`config.mk`:
```
export PLATFORM = sky130hd
export DESIGN_NAME = cpu_sequencer
export DESIGN_NICKNAME = d
export VERILOG_FILES = /design/src/rtl/cpu_pkg.sv /design/src/rtl/cpu_alu.sv /design/src/rtl/cpu_sequencer.sv
export SDC_FILE = /design/constraint.sdc
export NUM_CORES = 1
export LEC_CHECK = 0
export BUFFER_PORTS_ARGS = -buffer_cell sky130_fd_sc_hd__buf_2
export CORE_MARGIN = 8
export CORE_UTILIZATION = 40
export DETAILED_ROUTE_END_ITERATION = 10
export HOLD_SLACK_MARGIN = 0.1
export SYNTH_ARGS = -nofsm -noshare
export SYNTH_HDL_FRONTEND = slang
export SYNTH_SLANG_ARGS = --single-unit
```
`constraint.sdc`:
```
create_clock -name clk -period 8.3 [get_ports clk]
set_input_delay 1.245 -clock clk [delete_from_list [all_inputs] [get_ports clk]]
set_output_delay 1.245 -clock clk [all_outputs]
set_load 0.02 [all_outputs]
```
`src/rtl/cpu_pkg.sv`:
```
// Shared opcode values and FSM state type for the cpu_sequencer slice.
package cpu_pkg;

   localparam logic [3:0] OP_NOP = 4'd0;
   localparam logic [3:0] OP_LDA = 4'd1;
   localparam logic [3:0] OP_ADD = 4'd2;
   localparam logic [3:0] OP_SUB = 4'd3;
   localparam logic [3:0] OP_STA = 4'd4;
   localparam logic [3:0] OP_JMP = 4'd5;
   localparam logic [3:0] OP_JZ  = 4'd6;
   localparam logic [3:0] OP_HLT = 4'd7;

   typedef enum logic [1:0] {
      S_IDLE,
      S_RUN,
      S_HALT
   } state_t;

endpackage

```
`src/rtl/cpu_alu.sv`:
```
// Combinational accumulator datapath: pass-through load, add and subtract.
module cpu_alu
   import cpu_pkg::*;
#(
   parameter int unsigned DATA_W = 8
) (
   input  logic [3:0]        opcode,
   input  logic [DATA_W-1:0] a,
   input  logic [DATA_W-1:0] b,
   output logic [DATA_W-1:0] y
);

   always_comb begin
      y = a;
      case (opcode)
         OP_LDA:  y = b;
         OP_ADD:  y = a + b;
         OP_SUB:  y = a - b;
         default: y = a;
      endcase
   end

endmodule

```
`src/rtl/cpu_sequencer.sv`:
```
// Fetch/execute controller: one instruction per 4-phase cycle of timing_generator.
module cpu_sequencer
   import cpu_pkg::*;
#(
   parameter int unsigned       ADDR_W   = 4,
   parameter int unsigned       DATA_W   = 8,
   parameter logic [ADDR_W-1:0] PC_RESET = '0
) (
   input  logic              clk,
   input  logic              rst,
   input  logic              start,
   input  logic              step,
   input  logic              clk_s0,
   input  logic              clk_s1,
   output logic              run_en,
   output logic [ADDR_W-1:0] mem_addr,
   input  logic [DATA_W-1:0] mem_rdata,
   output logic [DATA_W-1:0] mem_wdata,
   output logic              mem_we,
   output logic [ADDR_W-1:0] pc,
   output logic [DATA_W-1:0] ir,
   output logic [DATA_W-1:0] acc,
   output logic              zero,
   output logic              halted,
   output logic              illegal_op
);

   state_t              state, state_next;
   logic                fetch, exec;
   logic [3:0]          opcode;
   logic [ADDR_W-1:0]   operand;
   logic [DATA_W-1:0]   alu_y;

   assign opcode  = ir[DATA_W-1:ADDR_W];
   assign operand = ir[ADDR_W-1:0];

   // A strobe only counts when its step level matches and the FSM is running.
   assign fetch = (state == S_RUN) && clk_s0 && !step;
   assign exec  = (state == S_RUN) && clk_s1 && step;

   assign mem_addr  = step ? operand : pc;
   assign mem_wdata = acc;
   assign zero      = (acc == '0);

   cpu_alu #(.DATA_W(DATA_W)) u_alu (
      .opcode (opcode),
      .a      (acc),
      .b      (mem_rdata),
      .y      (alu_y)
   );

   always_ff @(posedge clk or posedge rst) begin
      if (rst) state <= S_IDLE;
      else     state <= state_next;
   end

   always_comb begin
      state_next = state;
      run_en     = 1'b0;
      halted     = 1'b0;
      mem_we     = 1'b0;
      illegal_op = 1'b0;
      case (state)
         S_IDLE: if (start) state_next = S_RUN;
         S_RUN: begin
            run_en = 1'b1;
            if (exec) begin
               mem_we     = (opcode == OP_STA);
               illegal_op = opcode[3];
               if (opcode == OP_HLT) state_next = S_HALT;
            end
         end
         S_HALT: halted = 1'b1;
         default: state_next = S_IDLE;
      endcase
   end

   always_ff @(posedge clk or posedge rst) begin
      if (rst) begin
         pc  <= PC_RESET;
         ir  <= '0;
         acc <= '0;
      end else if (fetch) begin
         ir <= mem_rdata;
         pc <= pc + ADDR_W'(1);
      end else if (exec) begin
         case (opcode)
            OP_LDA, OP_ADD, OP_SUB: acc <= alu_y;
            OP_JMP:                 pc  <= operand;
            OP_JZ:                  if (zero) pc <= operand;
            default: ;
         endcase
      end
   end

endmodule

```
; ---- After elaboration in Yosys (flattened, before gate mapping)
; Cells that the tools add are included.
[classes]
muxes = 16
bitwise_logic = 2
eq_ne = 13
n_reduce_logical = 14
n_addsub = 3
[ops]
columns = cell, n
row1 = one-hot mux 8 bit (3 select lines), 1
row2 = "equality test 4 x 3 -> 1 bit, second input constant", 4
row3 = two-way mux 4 bit, 4
row4 = adder 8 bit, 1
row5 = "equality test 4 x 2 -> 1 bit, second input constant", 2
row6 = logical NOT 8 bit, 1
row7 = one-hot mux 4 bit (2 select lines), 1
row8 = AND reduction 4 bit, 2
row9 = subtractor 8 bit, 1
row10 = two-way mux 1 bit, 6
row11 = two-way mux 2 bit, 3
row12 = one-hot mux 2 bit (3 select lines), 1
row13 = nonzero test 3 bit, 2
row14 = "adder 4 x 1 -> 4 bit, second input constant", 1
row15 = "equality test 4 x 1 -> 1 bit, second input constant", 1
row16 = logical AND 1 bit, 4
row17 = "!= test 2 bit, second input constant", 2
row18 = "!= test 3 bit, second input constant", 1
row19 = AND reduction 3 bit, 1
row20 = OR reduction 3 bit, 1
row21 = "equality test 2 x 1 -> 1 bit, second input constant", 1
row22 = "equality test 2 bit, second input constant", 1
row23 = logical NOT 2 bit, 1
row24 = "!= test 2 x 1 -> 1 bit, second input constant", 1
row25 = 3 further kinds, 4
[word_totals]
out_inout_bits = 37
inputBits = 14
elab_cells = 52
regBits = 22

; ---- Longest topological paths before layout
[depth]
word_depth = 5
ltp_mapped = 12
mapped_depth_nobuf = 11

; ---- Cells and area by module
; From an unflattened synthesis, not the netlist that was laid out.
[hier_totals]
hier_cells = 222
hier_area_um2 = 1894.3
[by_module_without_submodules]
columns = mod, n_inst, seq_area_each_um2, area_per_inst_um2, cells_each
row1 = cpu_sequencer, 1, 550.5, 1191.1, 119
row2 = cpu_alu, 1, 0.0, 703.2, 103

; ---- Least setup slack after synthesis
; Ideal clock, no wire load.
[synth_timing]
path_type = input to register
from = in mem_rdata[2]
to = reg acc[7]
n_path_buf = 1
arrival_time_ns = 3.411
stages = 11
setup_time_ns = 0.071
t_required_ns = 8.229
path_slack_ns = 4.818
cell_sequence = buf_4 > nor3_1 > nor2_1 > xnor2_1 > ha_1 > a21o_1 > a2111oi_0 > a22oi_1 > xnor2_1 > or4b_1 > nand4_1
[synth_via]
elab_chain_len = 2
word_cells_on_any_way = 3
cone_classes = add/sub (2) / mux (1)
[synth_rtl]
columns = item, line_no
row1 = from (decl), cpu_sequencer.sv:17  ; input logic [DATA_W-1:0] mem_rdata,
row2 = subtractor 8 bit or adder 8 bit (tied branches), "cpu_alu.sv:18, cpu_alu.sv:17"
row3 = one-hot mux 8 bit (3 select lines) *, cpu_alu.sv:15  ; case (opcode)
row4 = to (signal assigned), cpu_sequencer.sv:88  ; OP_LDA, OP_ADD, OP_SUB: acc <= alu_y;
row5 = to (decl), cpu_sequencer.sv:22  ; output logic [DATA_W-1:0] acc,
; Mark *: on every way between the ends. The rest lies on a longest branch, timed or not.
; A chain may end at the register's enable or synchronous reset.

; ---- Final worst setup path
[layout_timing]
from = in step
to = out mem_we
[layout_via]
elab_chain_len = 3
[layout_rtl]
columns = item, line_no
row1 = from (decl), cpu_sequencer.sv:12  ; input logic step,
row2 = logical AND 1 bit, cpu_sequencer.sv:39  ; assign exec = (state == S_RUN) && clk_s1 && step;
row3 = two-way mux 1 bit, cpu_sequencer.sv:67  ; if (exec) begin
row4 = two-way mux 1 bit, cpu_sequencer.sv:63  ; case (state)
row5 = to (decl), cpu_sequencer.sv:19  ; output logic mem_we,
; Every way passes these cells.

==> results.sh <==
export IMPL_outcome="completed"
export IMPL_globalRoute_totalOverflow=0
export IMPL_std_cell_rows=23
export IMPL_regToRegSetupSlack_ns=5.06
export IMPL_worst_hold_path_type="reg -> reg"
export IMPL_area_growth_pct=17.23
export IMPL_postSynth_asyncResetShare_pct=100.0
export IMPL_antenna_violating_nets_post_route=0
export IMPL_via_per_inst=5.093
export IMPL_criticalPathCategory="in -> out"
export IMPL_power_mw=0.2115
export IMPL_antenna_diode_count=0
export IMPL_clock_latency_late_sink_ns=0.27
export IMPL_drtPass1Iterations=4
export IMPL_cts_sinks=22
export IMPL_critPathArrivalTime_ns=2.19
export IMPL_cts_root_buf="clkbuf_8"
export IMPL_yosys_cell_count_top_type="nand2_1"
export IMPL_clock_tree_from_tritoncts="built"
export IMPL_timing_rr_start="ir[5]$_DFFE_PP0P_"
export IMPL_layout_drive_gt1_share_pct=29.13
export IMPL_final_net_count=255
export IMPL_power_density_cell_area_nw_per_um2=109.0
export IMPL_period_share_pct=41.35
export IMPL_grt_start_max_net_pins=23
export IMPL_route_detailed_drc=0
export IMPL_post_detail_place_hpwl_um=3113
export IMPL_layout_cell_area_non_filler_um2=1941
export IMPL_synth_enable_flop_cells=0
export IMPL_yosysUniqueCellTypes=46
export IMPL_min_path_cells=1
export IMPL_ys_top_cells_by_count="35 x nand2_1, 22 x dfrtp_1"
export IMPL_synthCells=189
export IMPL_synth_nets=213
export IMPL_critical_path_peak_fanout=7
export IMPL_fin_worst_skew_ns=0.004328
export IMPL_place_ws_ns=4.638
export IMPL_setup_slack_ns=4.868
export IMPL_gpl_final_weighted_congestion=0.8327
export IMPL_cts_hold_buffers_added=0
export IMPL_wl_um=3978
export IMPL_port_buffers=50
export IMPL_floorplan_io_pins=51
export IMPL_grt_use_total_pct=13.65
export IMPL_numCtsBuffers=3
export IMPL_timing_hold_worst_endpoint="state[1]$_DFFE_PP0P_"
export IMPL_starting_drt_drc_count=38
export IMPL_worst_slew_pin_slew_ns=0.8692
export IMPL_cts_resized_gates=0
export IMPL_start_util_pct=41.38
export IMPL_setup_failing_eps_final=0
export IMPL_h_tree_depth=1
export IMPL_rsz_0062_raised_after_global_routing="no"
export IMPL_setup_buffers_after_cts=0
export IMPL_synth_sequential_area_ratio_pct=33.26
export IMPL_antenna_found_initial=0
export IMPL_via_count_of_the_first_global_routing_pass=1493
export IMPL_timing_fmax_ghz=0.2913
export IMPL_worst_slew_margin_rel_pct=41.99
export IMPL_hp_start="state[0]$_DFFE_PP0P_"
export IMPL_vdd_ir_drop_max_uv=60.07
export IMPL_max_cap_violations=0
export IMPL_dieWidth_um=80.33
export IMPL_setup_worst_path_end_class="output port"
export IMPL_reg2reg_to="acc[7]$_DFFE_PP0P_"
export IMPL_detailed_route_wire_length_per_cell_um=14.21
export IMPL_die_height_um=80.33
export IMPL_synth_top_cells_by_area="dfrtp_1 33%, nand2_1 7.9%, ha_1 6.8%"
export IMPL_util_after_layout_pct=48.51
export IMPL_period_minus_ws_final_ns=3.432
export IMPL_fin_hold_viols=0
export IMPL_cts_clk_slew_worst_paths_ns=0.08
export IMPL_r2r_cell_count=11
export IMPL_worst_endpoint_required_ns=7.05
export IMPL_synthDominantAreaCellType="dfrtp_1"
export IMPL_leakage_nw=1.049
export IMPL_die_area_um2=6453
export IMPL_clk_path_buf_depth=2
export IMPL_synth_top_area_share_pct=33.26
export IMPL_total_core_area_um2=4000
export IMPL_ys_seq_elements=22
export IMPL_start_kind="primary input"
export IMPL_vias=1426
export IMPL_synth_main_ff_cell="dfrtp_1"
export IMPL_placedInstanceArea_um2=1886
export IMPL_aggregate_negative_setup_slack_ns=0
export IMPL_post_synth_cell_area_avg_um2=8.758
export IMPL_synth_area_um2=1655
export IMPL_maxSlewViolCount=0
export IMPL_grt_pass1_wl_um=7072
export IMPL_yosys_warnings=0
-- how the worst max path moves through the flow --
stage          cells after the start            endpoint  slack, ns         start
2_1_floorplan                     11  acc[7]$_DFFE_PP0P_       4.82  mem_rdata[2]
5_1_grt                           11  acc[7]$_DFFE_PP0P_       4.68  mem_rdata[0]
3_5_place_dp                      12  acc[7]$_DFFE_PP0P_       4.64  mem_rdata[0]
3_3_place_gp                      11  acc[7]$_DFFE_PP0P_       4.67  mem_rdata[0]
4_1_cts                            5              mem_we       4.86          step
6_report                           5              mem_we       4.87          step
-- layout by cell type (no fill, tap or decap), types with 3 or more instances in the layout --
cell type,synthesis,final
a21oi_1,10,10
buf_2,0,50
clkbuf_8,0,4
dfrtp_1,22,22
ha_1,9,9
inv_1,9,9
mux2_2,5,5
mux2i_1,7,7
nand2_1,35,35
nand2b_1,3,3
nor2_1,10,10
nor3_1,5,5
o21ai_0,10,10
xnor2_1,9,9
-- stage by stage --
step / hold WS, ns / cells
floorplan: 0.4725 / 189
global placement: 0.5056 / 276
detailed placement: 0.5080 / 276
CTS: 0.5190 / 280
global route: 0.5542 / 280
finish: 0.5246 / 280
-- sequential cells by signal, summed over array words and instances (netlist names) --
name and flops:
acc 8, ir 8, pc 4, state 2
-- cells by family (layout without fill, tap and decap cells) --
| group | Yosys count | in the layout | synth area share (%) |
|---|---|---|---|
| buf+inv | 23 | 64 | 7.482 |
| simple gates | 73 | 73 | 22.68 |
| mux | 13 | 13 | 8.314 |
| compound gates | 37 | 37 | 14.44 |
| xor+xnor | 11 | 11 | 5.821 |
| flops | 22 | 22 | 33.26 |
| fa+ha+maj | 10 | 10 | 8.012 |
-- report_power, final --
group / internal [mW] / switching (mW)
Sequential: 0.107 / 0
Combinational: 0.0108 / 0.0145
Clock: 0.0424 / 0.0368
-- worst max-delay path, cell delays in order --
cell and delay [ns]:
buf_2 0.15, and3_1 0.23, nand3b_1 0.20, nor3_1 0.17, buf_2 0.19
-- metal layers --
layer | wire (um) | vias up | part of all wire, % | track usage (%)
met5 | 0 | - | 0 | 0
met4 | 74 | 0 | 1.9 | 6.000
met3 | 197 | 5 | 5.0 | 1.563
met2 | 1790 | 32 | 45 | 23.36
met1 | 1916 | 660 | 48 | 16.76
li1 | - | 729 | - | -
-- area by class of cell --
cell class / count / area [um2]
multi-input combinational: 144 / 980.9
fill: 400 / 2059
sequential: 22 / 550.5
tap: 50 / 62.56
inverter: 9 / 33.78
clock buffer: 4 / 55.05
timing repair buffer: 51 / 257.7
Note: power is estimated with default switching activity, not from simulation.
